## config.mk

```make
export PLATFORM = sky130hd
export DESIGN_NAME = op_batch_feeder
export DESIGN_NICKNAME = d
export VERILOG_FILES = /design/src/rtl/op_batch_feeder.sv
export SDC_FILE = /design/constraint.sdc
export NUM_CORES = 1
export LEC_CHECK = 0
export ABC_AREA = 1
export BUFFER_PORTS_ARGS = -buffer_cell sky130_fd_sc_hd__buf_2
export CELL_PAD_IN_SITES_DETAIL_PLACEMENT = 1
export CELL_PAD_IN_SITES_GLOBAL_PLACEMENT = 1
export CORE_MARGIN = 4
export CORE_UTILIZATION = 35
export DETAILED_ROUTE_END_ITERATION = 6
export PLACE_DENSITY_LB_ADDON = 0.1
export SYNTH_ARGS = -nofsm -noshare
export SYNTH_HDL_FRONTEND = slang
export SYNTH_SLANG_ARGS = --single-unit
```

## constraint.sdc

```tcl
create_clock -name clk -period 2.6 [get_ports clk]
set_input_delay 0.52 -clock clk [delete_from_list [all_inputs] [get_ports clk]]
set_output_delay 0.52 -clock clk [all_outputs]
set_load 0.05 [all_outputs]
```

## src/rtl/op_batch_feeder.sv

```systemverilog
// rtl/op_batch_feeder.sv - operation FIFO and batch pacer feeding the third-largest ALU engine
module op_batch_feeder #(
    parameter int FIFO_DEPTH = 16,
    parameter int PTR_W      = 4
) (
    input  logic             clk,
    input  logic             rst_n,
    input  logic             in_valid,
    output logic             in_ready,
    input  logic [7:0]       in_A,
    input  logic [7:0]       in_B,
    input  logic [3:0]       in_instr,
    input  logic             batch_go,
    input  logic [7:0]       batch_len,
    output logic             busy,
    output logic             batch_err,
    output logic [PTR_W:0]   fifo_level,
    output logic             start,
    output logic [7:0]       count,
    output logic             valid,
    output logic [7:0]       data_A,
    output logic [7:0]       data_B,
    output logic [3:0]       instruction,
    input  logic             finish,
    input  logic [7:0]       third_largest,
    output logic [7:0]       result,
    output logic             result_valid
);

    typedef enum logic [2:0] {
        IDLE,
        START,
        GAP,
        ISSUE,
        WAIT_FIN,
        DONE
    } state_t;

    localparam logic [PTR_W:0] DEPTH_L = (PTR_W + 1)'(FIFO_DEPTH);

    logic [19:0]      mem_q [FIFO_DEPTH];
    logic [PTR_W-1:0] wr_ptr_q, wr_ptr_d;
    logic [PTR_W-1:0] rd_ptr_q, rd_ptr_d;
    logic [PTR_W:0]   level_q, level_d;
    logic             in_ready_q, in_ready_d;

    state_t           state_q, state_d;
    logic [7:0]       remaining_q, remaining_d;
    logic             busy_q, busy_d;
    logic             batch_err_q, batch_err_d;
    logic             start_q, start_d;
    logic [7:0]       count_q, count_d;
    logic             valid_q, valid_d;
    logic [7:0]       data_a_q, data_a_d;
    logic [7:0]       data_b_q, data_b_d;
    logic [3:0]       instr_q, instr_d;
    logic [7:0]       result_q, result_d;
    logic             result_valid_q, result_valid_d;

    logic             push;
    logic             pop;
    logic [19:0]      head;

    assign push = in_valid && in_ready_q;
    assign head = mem_q[rd_ptr_q];

    // Storage array carries no reset; occupancy is tracked by the pointers and level.
    always_ff @(posedge clk) begin
        if (push) begin
            mem_q[wr_ptr_q] <= {in_A, in_B, in_instr};
        end
    end

    always_comb begin
        state_d        = state_q;
        remaining_d    = remaining_q;
        busy_d         = busy_q;
        batch_err_d    = 1'b0;
        start_d        = 1'b0;
        count_d        = 8'd0;
        valid_d        = 1'b0;
        data_a_d       = 8'd0;
        data_b_d       = 8'd0;
        instr_d        = 4'd0;
        result_d       = result_q;
        result_valid_d = 1'b0;
        pop            = 1'b0;

        case (state_q)
            IDLE: begin
                if (batch_go) begin
                    if (batch_len != 8'd0) begin
                        remaining_d = batch_len;
                        start_d     = 1'b1;
                        count_d     = batch_len;
                        busy_d      = 1'b1;
                        state_d     = START;
                    end else begin
                        batch_err_d = 1'b1;
                    end
                end
            end
            START: begin
                state_d = GAP;
            end
            // Every beat passes through GAP first, so beats are at least two cycles apart.
            GAP: begin
                if (remaining_q == 8'd0) begin
                    state_d = WAIT_FIN;
                end else if (level_q != '0) begin
                    pop         = 1'b1;
                    valid_d     = 1'b1;
                    data_a_d    = head[19:12];
                    data_b_d    = head[11:4];
                    instr_d     = head[3:0];
                    remaining_d = remaining_q - 8'd1;
                    state_d     = ISSUE;
                end
            end
            ISSUE: begin
                state_d = GAP;
            end
            WAIT_FIN: begin
                if (finish) begin
                    result_d       = third_largest;
                    result_valid_d = 1'b1;
                    state_d        = DONE;
                end
            end
            DONE: begin
                busy_d  = 1'b0;
                state_d = IDLE;
            end
            default: begin
                busy_d  = 1'b0;
                state_d = IDLE;
            end
        endcase

        wr_ptr_d = push ? wr_ptr_q + 1'b1 : wr_ptr_q;
        rd_ptr_d = pop  ? rd_ptr_q + 1'b1 : rd_ptr_q;
        level_d  = level_q;
        if (push && !pop) begin
            level_d = level_q + 1'b1;
        end else if (pop && !push) begin
            level_d = level_q - 1'b1;
        end
        in_ready_d = (level_d != DEPTH_L);
    end

    always_ff @(posedge clk or negedge rst_n) begin
        if (!rst_n) begin
            state_q        <= IDLE;
            remaining_q    <= 8'd0;
            busy_q         <= 1'b0;
            batch_err_q    <= 1'b0;
            start_q        <= 1'b0;
            count_q        <= 8'd0;
            valid_q        <= 1'b0;
            data_a_q       <= 8'd0;
            data_b_q       <= 8'd0;
            instr_q        <= 4'd0;
            result_q       <= 8'd0;
            result_valid_q <= 1'b0;
            wr_ptr_q       <= '0;
            rd_ptr_q       <= '0;
            level_q        <= '0;
            in_ready_q     <= 1'b1;
        end else begin
            state_q        <= state_d;
            remaining_q    <= remaining_d;
            busy_q         <= busy_d;
            batch_err_q    <= batch_err_d;
            start_q        <= start_d;
            count_q        <= count_d;
            valid_q        <= valid_d;
            data_a_q       <= data_a_d;
            data_b_q       <= data_b_d;
            instr_q        <= instr_d;
            result_q       <= result_d;
            result_valid_q <= result_valid_d;
            wr_ptr_q       <= wr_ptr_d;
            rd_ptr_q       <= rd_ptr_d;
            level_q        <= level_d;
            in_ready_q     <= in_ready_d;
        end
    end

    assign in_ready     = in_ready_q;
    assign fifo_level   = level_q;
    assign busy         = busy_q;
    assign batch_err    = batch_err_q;
    assign start        = start_q;
    assign count        = count_q;
    assign valid        = valid_q;
    assign data_A       = data_a_q;
    assign data_B       = data_b_q;
    assign instruction  = instr_q;
    assign result       = result_q;
    assign result_valid = result_valid_q;

endmodule

```

==> results.md, run 1 <==
* Status: finished clean
* Final setup violating endpoints at 0
* Leakage at approximately 7.5 nW
* GR Util All Layers at a little under a fifth
* Initial antenna violation count at 0
* Area Overhead vs Synth at 18.9%
* Initial Util at between 30% and 40%
* Via density at approximately 5
* # IOs at 88
* Post-CTS resize count at 0
* Register area at 11300 sq um
* CTS Hold Bufs at 0
* Worst vdd ir at slightly above 500 uV
* Worst Setup Start Kind: register
* Largest net degree at the start of global routing at 52
* CTS Sinks at just under 400
* R2R depth at 12
* Critical path fanouts, max at 6
* Reg2reg end: in_ready$_DFF_PN1_
* DRT Pass-1 Iters at 5
* Final Power at ~22 mW
* Number of global-route vias before repair at between 10000 and 15000
* CP Capture Type: register
* Die width at about 220 um
* Fill count at approximately 4700
* Seq/Total Area, Yosys at 71.3%
* Fraction of synthesized area in multiplexers at about 2.2%
* Root buf cell: clkbuf_16
* Max_slew headroom at 50.5%
* Synth area leader: edfxtp_1
* Cell area after synthesis at 15800 sq um
* Most numerous cell in the Yosys netlist: edfxtp_1
* Synth warn at 0
* GRT overflow at 0
* Final nets at approximately 1500
* GP Congestion at 0.774
* Complex-gate fraction of the synthesized area at 12.1%
* Worst Hold Class: in2async
* Final wirelength at 44.1 mm
* ANT nets after route at 0
* Max-cap viol count at 0
* Routed via count at 10200
* Die Area at slightly below 50000 sq um
* Top cells by count, synth: edfxtp_1 (320), nand2_1 (185), inv_1 (157)
* Initial DRC count at between 600 and 700
* Area fraction of the dominant cell type after synthesis at between 60% and 70%
* Crit path kind: reg2reg
* CP arrival at 2550 ps
* Setup bufs post-CTS at 0
* Final Non-Filler Cells at just over 2000
* Hold WS at just over 30 ps
* Primary FF master, synth: edfxtp_1
* FFs w/ async S/R, synth at between 10% and 20%
* Core area at 44400 sq um
* Post-Syn Area per Cell at 12.2 sq um
* Highest clock rate at just under 500 MHz
* Multi-input gate area at around 3600 sq um
* Post-synthesis adder-cell area fraction at less than 1%
* Post-synthesis xor/xnor area fraction at less than 1%
* PD cells at ~1200 nW/um^2
* CTS H-Tree Depth at 2
* Post-synth EDFFs at 320
* Syn Nets at around 1300
* Maximum root-to-sink buffer count at 3
* Chip height at ~220 um
* Final Hold Viols at 0
* DP Wirelength at roughly 27 mm
* Rows at 77
* Ranking of synthesized cells by area: edfxtp_1 (61%), dfrtp_1 (10%), o21ai_0 (4.8%), nand2_1 (4.4%), a21oi_1 (4.1%)
* Cells after synthesis at 1293
* Dpl cells at a little under 2000
* Netlist cell types at 32
* Max-slew violation count at 0
* Critical Path RT at just over 3000 ps
* Transition time of the tightest slew-check pin at 742 ps
* CTS tree: done
* I/O Buffers at 87
* Setup slack, reg-to-reg at around 530 ps
* Share of cells above drive strength 1 at around 18%
* Synthesized flop and latch total at 386
* Setup tns final at 0 ps
* Antenna cells at 0
* Fin crit period at around 2100 ps
* Simple-Gate Fraction of Synth Area at roughly 7.0%
* Routed WL per cell at between 20 and 25 um
* First-pass GRT wire length at between 60 and 70 mm
* Crit share post-route at ~80%
* Largest family of logic cells by synthesized area: compound AO/OA/AOI/OAI gates
* Drt drc at 0
* RSZ-0062 raised after global routing: false
* Reg2reg start: fifo_level[0]$_DFF_PN0_
* Skew-Pair Late Insertion Delay at 560 ps
* Worst-path clk slew at approximately 60 ps
* Num CTS Buffers at 44
* Fin Clk Skew at 11.8 ps
[metrics by stage]
stage / setup slack, ps / cell area (sq um) / util [%]
global route: 298 / 18800 / 42.3
global placement: 487 / 17200 / 38.8
CTS: 478 / 18800 / 42.3
detailed placement: 494 / 17200 / 38.8
finish: 526 / 18800 / 42.3
floorplan: 11.3 / 15800 / -
[critical path, stage by stage (launching register included)]
cell	delay [ps]
dfrtp_1	410
inv_1	90
ha_1	250
nand3_1	170
nand2_2	100
nor2_4	270
nand2_1	210
nand2_1	100
nand2_1	50
nand2_1	70
nand2_2	50
nor2_1	120
nand3_1	90
[layer usage]
| layer | routed length [um] | share of wire, % | track usage (%) |
|---|---|---|---|
| met3 | 1790 | 4.1 | 2.62 |
| met4 | 1110 | 2.5 | 5.58 |
| met5 | 0 | 0 | 0 |
| met2 | 21000 | 48 | 30.6 |
| met1 | 20200 | 46 | 25.3 |
[worst max path at each step]
stage | depth (start not counted) | endpoint | slack [ps] | from
after floorplan | 4 | mem_q[11][0]$_DFFE_PP_ | 10 | in_ready$_DFF_PN1_
after global placement | 12 | in_ready$_DFF_PN1_ | 490 | fifo_level[0]$_DFF_PN0_
after detailed placement | 12 | in_ready$_DFF_PN1_ | 490 | fifo_level[0]$_DFF_PN0_
after CTS | 12 | in_ready$_DFF_PN1_ | 480 | fifo_level[0]$_DFF_PN0_
after global routing | 12 | in_ready$_DFF_PN1_ | 300 | fifo_level[0]$_DFF_PN0_
final | 12 | in_ready$_DFF_PN1_ | 530 | fifo_level[0]$_DFF_PN0_
[area by class of cell]
cell class / instances / share of cell area, %
Sequential cell: 386 / 60.0
Multi-Input combinational cell: 673 / 19.2
Clock buffer: 55 / 6.35
Timing Repair Buffer: 148 / 5.37
Tap cell: 592 / 3.94
Inverter: 164 / 3.27
Clock inverter: 27 / 1.93
[where the power goes]
part | internal [mW] | switching (mW) | total [mW]
clock network | 4.15 | 2.51 | 6.66
logic | 2.30 | 5.25 | 7.54
registers | 7.59 | 0.531 | 8.13
total | 14.0 | 8.29 | 22.3
[flip-flops by register name (all words and copies together) (netlist names), 3 cells and up]
name / flops
mem_q: 320
count: 8
data_A: 8
data_B: 8
remaining_q: 8
result: 8
fifo_level: 5
instruction: 4
rd_ptr_q: 4
wr_ptr_q: 4
state_q: 3
[kinds of logic (layout without fill, tap and decap cells)]
| group | Yosys count | count (layout) |
|---|---|---|
| AOI/OAI and AO/OA | 354 | 354 |
| and+or+nand+nor | 266 | 266 |
| buffers and inverters | 234 | 394 |
| muxes | 35 | 35 |
| adders and majority gates | 9 | 9 |
| DFF | 386 | 386 |
| xor gates and xnor gates | 9 | 9 |
[cells in the final DEF (no fill, tap or decap), drive strengths merged, types with 18 or more instances in the layout]
cell type  instances
inv              164
a21oi            131
o22ai             21
o21ai            166
nor2              48
clkinv            18
mux2i             35
buf              148
nand3             20
o211ai            35
clkbuf            55
nand2            189
dfrtp             65
edfxtp           320
Note: power is estimated with default switching activity, not from simulation.
==> run 2, diff against run 1 <==
--- a/config.mk
+++ b/config.mk
@@ -5,7 +5,7 @@
 export SDC_FILE = /design/constraint.sdc
 export NUM_CORES = 1
 export LEC_CHECK = 0
-export ABC_AREA = 1
+export ABC_AREA = 0
 export BUFFER_PORTS_ARGS = -buffer_cell sky130_fd_sc_hd__buf_2
 export CELL_PAD_IN_SITES_DETAIL_PLACEMENT = 1
 export CELL_PAD_IN_SITES_GLOBAL_PLACEMENT = 1
==> constraint.sdc (replaced) <==
create_clock -name clk -period 1.8 [get_ports clk]
set_input_delay 0.36 -clock clk [delete_from_list [all_inputs] [get_ports clk]]
set_output_delay 0.36 -clock clk [all_outputs]
set_load 0.05 [all_outputs]
==> run 2 against run 1 <==
The run now ends with negative setup slack left. Count of clock-buffer cells in the layout unchanged. Clock power up 45%. First-iteration DRC count increased by 9.4%. Highest routed layer unchanged. Synthesized cell count shrank 45%. Final area grew 4.1%. Combinational power increased by 74%. Routed wire length down 8.9%. Worst hold slack gained 11 ps. Fmax grew 0.85%. Largest cell class unchanged. Register-to-register slack got worse by 780 ps. Critical path depth fell by 7.
==> results.md, run 2 <==
* Cell area after synthesis at 14900 sq um (-5.9%)
* Num CTS Buffers at 44 (unchanged)
* Drt drc at 0 (unchanged)
* Highest Signal Layer: met4
* Final nets at 977 (-33%)
* Register area at 11300 sq um (about the same)
* CP Capture Type: register
* Violated checks: negative setup slack
* Initial DRC count at 676 (+9.4%)
* Multi-input gate area at 3860 sq um (+7.2%)
* DP Worst Slack at -289 ps (-783 ps)
* Worst-path clk slew at 60 ps (about the same)
* CTS Sinks at 386 (unchanged)
* Most common cell after layout, fill and taps aside: edfxtp_1
* Area Overhead vs Synth at 31.7%
* Final Hold Viols at 0 (unchanged)
* Rows at 75 (-2.6%)
* Setup WS post-layout at -256 ps (-782 ps)
* Met3 WL post-DR at 2.06 mm (+15%)
* DRT Pass-1 Iters at 4 (-1)
* Initial Util at 35.4% (-0.15 points)
* Number of global-route vias before repair at 8566 (-20%)
* Seq/Total Area, Yosys at 75.8% (+4.5 points)
* Syn Nets at 757 (-44%)
* Max_slew headroom at 70.4% (+20 points)
* Synth warn at 0 (unchanged)
* Ranking of synthesized cells by area: edfxtp_1 (65%), mux4_2 (15%), dfrtp_1 (11%), and3_1 (0.88%), ha_1 (0.76%)
* Critical path fanouts, max at 12 (+6)
* Crit path kind: reg2reg
* Final setup violating endpoints at 30 (+30)
* Most frequent cells in the layout: edfxtp_1 (320), mux4_2 (100), buf_2 (84)
* Share of cells above drive strength 1 at 47.7% (+29 points)
* I/O Buffers at 87 (unchanged)
* Final Util at 46.7% (+4.3 points)
* Dpl cells at 1394 (-29%)
* Skew-Pair Late Insertion Delay at 570 ps (about the same)
* Chip height at 214 um (-2.9%)
* RSZ-0062 raised after global routing: true
* Worst vdd ir at 651 uV (+28%)
* Final Power at 34.3 mW (+54%)
* Leakage at 6.96 nW (-6.6%)
* Crit share post-route at 114% (+34 points)
* Area fraction of the dominant cell type after synthesis at 64.6% (+3.8 points)
* Routed via count at 7754 (-24%)
* Setup tns final at -4720 ps (-4720 ps)
* Final wirelength at 40.2 mm (-8.9%)
* Worst Hold Class: in2reg
* Detailed route wirelength on metal2 at 21.0 mm (-0.12%)
* Fin Clk Skew at 14.1 ps (+2.31 ps)
* GRT overflow at 0 (unchanged)
* CP arrival at 2510 ps (-40 ps)
* Simple-Gate Fraction of Synth Area at 4.23% (-2.7 points)
* GP Congestion at 0.776 (+0.25%)
* Netlist cell types at 47 (+47%)
* Post-Syn Area per Cell at 21.0 sq um (+72%)
* CTS tree: done
* Complex-gate fraction of the synthesized area at 1.59% (-11 points)
* Synth area leader: edfxtp_1
* Status: finished with violations
* Post-synthesis xor/xnor area fraction at 0.648% (+0.15 points)
* Initial antenna violation count at 1 (+1)
* Highest clock rate at 486 MHz (+0.85%)
* Final Non-Filler Cells at 1503 (-27%)
* Largest family of logic cells by synthesized area: multiplexers
* CTS H-Tree Depth at 2 (unchanged)
* FFs w/ async S/R, synth at 17.1% (unchanged)
* Core area at 41900 sq um (-5.6%)
* Max-slew violation count at 0 (unchanged)
* Routed WL per cell at 26.7 um (+24%)
* First-pass GRT wire length at 59.2 mm (-12%)
* Most numerous cell in the Yosys netlist: edfxtp_1
* Max reg flops at 320 (unchanged)
* Primary FF master, synth: edfxtp_1
* Wl on met1 at 16.4 mm (-19%)
* Top cells by count, synth: edfxtp_1 (320), mux4_2 (100), dfrtp_1 (65)
* DP Wirelength at 23.5 mm (-14%)
* Root buf cell: clkbuf_16
* Hold WS at 42.0 ps (+10.8 ps)
* Largest net degree at the start of global routing at 33 (-37%)
* Worst Setup Start Kind: register
* Fraction of synthesized area in multiplexers at 15.8% (+14 points)
* Final instance area at 19600 sq um (+4.1%)
* Cells after synthesis at 707 (-45%)
* Max-cap viol count at 0 (unchanged)
* Post-synth EDFFs at 320 (unchanged)
* Synthesized flop and latch total at 386 (unchanged)
* Transition time of the tightest slew-check pin at 443 ps (-299 ps)
* Fin crit period at 2060 ps (-17.6 ps)
* Critical Path RT at 2260 ps (-820 ps)
* Placed Area at 17300 sq um (+0.20%)
* ANT nets after route at 0 (unchanged)
* Die Area at 45800 sq um (-5.7%)
* Maximum root-to-sink buffer count at 3 (unchanged)
* Die width at 214 um (-2.9%)
* Post-synthesis adder-cell area fraction at 0.758% (+0.045 points)
* PD cells at 1750 nW/um^2 (+48%)
* Via density at 5.16 (+3.6%)
* # IOs at 88 (unchanged)
* GR Util All Layers at 17.5% (-0.96 points)
* Fill count at 3827 (-19%)
* Largest Register: mem_q
run 2: repair_timing:
item,4_1_cts,5_1_grt
hold buffers,1,0
buffers inserted,12,7
endpoints found under the hold margin,40,0
pin swaps,11,19
setup endpoints to repair,355,47
resized for setup,34,40
cloned,5,5
run 2: metal layers:
layer  track usage, %  vias up
li1                 -     3344
met1             22.9     4168
met2             30.4      191
met3             3.00       51
met4             4.58        0
met5                0        -
run 2: final cells by class:
class | count | area share (%)
flip-flops and latches | 386 | 57.6
multi-input cells | 279 | 19.7
repair buffers | 208 | 10.9
clock buffers | 55 | 6.15
well taps | 539 | 3.45
clock inverters | 27 | 1.98
inverters | 8 | 0.217
diodes | 1 | 0.0128
run 2: path summary, 6_finish.rpt:
kind | from | to | slack [ps] | cells after the start
worst min register to register | busy$_DFFE_PN0P_ | busy$_DFFE_PN0P_ | 480 | 1
max in group asynchronous | rst_n | data_A[0]$_DFF_PN0_ | 970 | 3
worst max register to register | rd_ptr_q[0]$_DFFE_PN0P_ | data_B[0]$_DFF_PN0_ | -260 | 5
worst min-delay path | batch_len[3] | count[3]$_DFF_PN0_ | 40 | 2
worst max-delay path | rd_ptr_q[0]$_DFFE_PN0P_ | data_B[0]$_DFF_PN0_ | -260 | 5
min in group asynchronous | rst_n | data_B[5]$_DFF_PN0_ | 240 | 2
run 2: worst max-delay path, cell delays in order (launching register included):
cell and delay (ps):
dfrtp_4 450, buf_12 160, buf_16 170, mux4_2 530, mux4_2 480, and3_1 160
run 2: where the power goes:
| group | leakage, nW | internal, mW | switching (mW) |
|---|---|---|---|
| logic | 2.48 | 6.30 | 6.79 |
| clock network | 0.762 | 6.06 | 3.62 |
| registers | 3.73 | 11.0 | 0.550 |
run 2: logic make-up (layout without fill, tap and decap cells):
family                   count (synthesis)  count (layout)
XOR/XNOR                                11              11
other                                    0               1
adder cells (fa/ha/maj)                  9               9
buffers and inverters                   42             298
multiplexers                           109             109
flip-flops                             386             386
AND/OR/NAND/NOR                        110             110
AO/OA/AOI/OAI                           40              40
==> run 3, diff against run 2 <==
--- a/config.mk
+++ b/config.mk
@@ -11,6 +11,7 @@
 export CELL_PAD_IN_SITES_GLOBAL_PLACEMENT = 1
 export CORE_MARGIN = 4
 export CORE_UTILIZATION = 35
+export CTS_BUF_LIST = sky130_fd_sc_hd__clkbuf_4 sky130_fd_sc_hd__clkbuf_8 sky130_fd_sc_hd__clkbuf_16
 export DETAILED_ROUTE_END_ITERATION = 6
 export PLACE_DENSITY_LB_ADDON = 0.1
 export SYNTH_ARGS = -nofsm -noshare
==> run 3 against run 2 <==
The run still ends with negative setup slack left. Routed wire length hardly changed. Sequential share of layout area is 0.066 points lower. Die area unchanged. Combinational power is essentially flat. Clock power grew 0.8%. Register-to-register slack is essentially flat. Final cell count is the same. Worst hold slack is essentially flat. Final area is 0.11% higher. Clock skew barely moved. Critical endpoint unchanged.
==> results.md, run 3 (same netlist as run 2, synthesis figures left out) <==
* Status: finished with violations
* Violated checks: negative setup slack
* Final instance area at 19600 sq um (+0.11%)
* Number of global-route vias before repair at 8570 (+0.047%)
* Highest clock rate at 488 MHz (+0.26%)
* Chip height at 214 um (unchanged)
* Skew-Pair Late Insertion Delay at 570 ps (about the same)
* PD cells at 1760 nW/um^2 (+0.13%)
* Hold path depth at 2 (unchanged)
* Final Util at 46.7% (+0.054 points)
* ANT nets after route at 0 (unchanged)
* First-pass GRT wire length at 59.2 mm (+0.12%)
* Core area at 41900 sq um (unchanged)
* GP Congestion at 0.776 (unchanged)
* Max reg flops at 320 (unchanged)
* Maximum root-to-sink buffer count at 3 (unchanged)
* RSZ-0062 raised after global routing: true
* Initial DRC count at 692 (+2.4%)
* Initial antenna violation count at 1 (unchanged)
* Worst-path clk slew at 60 ps (about the same)
* R2R depth at 5 (unchanged)
* Hold WS at 41.7 ps (-0.206 ps)
* Routed WL per cell at 26.7 um (about the same)
* CTS Sinks at 386 (unchanged)
* GRT overflow at 0 (unchanged)
* CP arrival at 2510 ps (about the same)
* Crit path kind: reg2reg
* CP Launch Point: rd_ptr_q[0]$_DFFE_PN0P_
* Crit share post-route at 114% (-0.29 points)
* Multi-input gate area at 3860 sq um (unchanged)
* Setup WS post-layout at -251 ps (+5.24 ps)
* CP Capture Type: register
* Fin Clk Skew at 14.2 ps (+0.0691 ps)
* Placed Area at 17300 sq um (unchanged)
* I/O Buffers at 87 (unchanged)
* Via density at 5.19 (+0.57%)
* Share of cells above drive strength 1 at 48.3% (+0.62 points)
* Reg2reg start: rd_ptr_q[0]$_DFFE_PN0P_
* Max-cap viol count at 0 (unchanged)
* DP Wirelength at 23.5 mm (unchanged)
* Reg2reg end: data_B[0]$_DFF_PN0_
* Fill count at 3821 (-0.16%)
* Critical path fanouts, max at 12 (unchanged)
* Final setup violating endpoints at 31 (+3.3%)
* # IOs at 88 (unchanged)
* Most frequent cells in the layout: edfxtp_1 (320), mux4_2 (100), buf_2 (84)
* Area Overhead vs Synth at 31.8%
* Max-slew violation count at 0 (unchanged)
* DRT Pass-1 Iters at 6 (+2)
* Worst Hold Class: in2reg
* Die Area at 45800 sq um (unchanged)
* Hold path endpoint: count[3]$_DFF_PN0_
* Final Power at 34.4 mW (+0.24%)
* Fin crit period at 2050 ps (-5.24 ps)
* Leakage at 6.98 nW (+0.29%)
* Num CTS Buffers at 44 (unchanged)
* Setup slack, reg-to-reg at -250 ps (about the same)
* Drt drc at 0 (unchanged)
* Final nets at 977 (unchanged)
* Initial Util at 35.4% (unchanged)
* Root buf cell: clkbuf_16
* Worst Setup Start Kind: register
* Setup tns final at -4570 ps (+148 ps)
* Final wirelength at 40.2 mm (about the same)
* Rows at 75 (unchanged)
* Min-delay src: batch_len[3]
* Largest net degree at the start of global routing at 33 (unchanged)
* GR Util All Layers at 17.5% (about the same)
* CTS tree: done
* Worst vdd ir at 652 uV (+0.16%)
* Largest Register: mem_q
* CTS H-Tree Depth at 2 (unchanged)
* Die width at 214 um (unchanged)
* Critical Path RT at 2260 ps (about the same)
* Register area at 11300 sq um (unchanged)
* Final Hold Viols at 0 (unchanged)
* Most common cell after layout, fill and taps aside: edfxtp_1
* Transition time of the tightest slew-check pin at 443 ps (+0.00191 ps)
* Max_slew headroom at 70.4% (about the same)
* Routed via count at 7798 (+0.57%)
==> run 3: routing by layer <==
layer | track usage, % | routed length (um) | vias up
met5 | 0 | 0 | -
met4 | 4.58 | 741 | 0
met3 | 3.00 | 1840 | 51
met2 | 30.4 | 20900 | 184
met1 | 23.0 | 16700 | 4219
li1 | - | - | 3344
==> run 3: worst max path at each step <==
stage                                 endpoint  slack (ps)  cells after the start
finish                     data_B[0]$_DFF_PN0_        -250                      5
CTS                        data_B[0]$_DFF_PN0_        -260                      5
global placement    remaining_q[0]$_DFFE_PN0P_        -260                      8
global route          instruction[3]$_DFF_PN0_        -280                      5
floorplan                mem_q[3][0]$_DFFE_PP_        -430                      5
detailed placement  remaining_q[0]$_DFFE_PN0P_        -290                      8
==> run 3: where the power goes <==
group	total (mW)	internal, mW	switching, mW
Combinational	13.1	6.30	6.79
Sequential	11.5	11.0	0.549
Clock	9.76	6.15	3.62
Total	34.4	23.4	11.0
==> run 3: worst max-delay path: stages (launching register included) <==
cell     delay [ps]
dfrtp_4         450
buf_12          150
buf_16          170
mux4_2          530
mux4_2          480
and3_1          160
==> run 3: cell type report <==
cell class                 instances  share of cell area [%]
clock buffer                      55                    6.26
inverter                           8                   0.217
sequential                       386                    57.5
clock inverter                    27                    1.97
timing repair buffer             208                    10.8
antenna                            1                  0.0128
multi-input combinational        279                    19.7
tap                              539                    3.44
==> run 3: per-stage QoR <==
stage	setup WS [ps]	cells
after floorplan	-427	707
after global placement	-262	1394
after detailed placement	-289	1394
after CTS	-256	1493
after global routing	-283	1502
final	-251	1503
==> run 3: timing repair <==
action,CTS,global route
endpoints found under the hold margin,40,0
cloned,5,5
resized for setup,34,40
buffers inserted,12,7
hold buffers,1,0
setup endpoints to repair,355,47
pin swaps,11,19
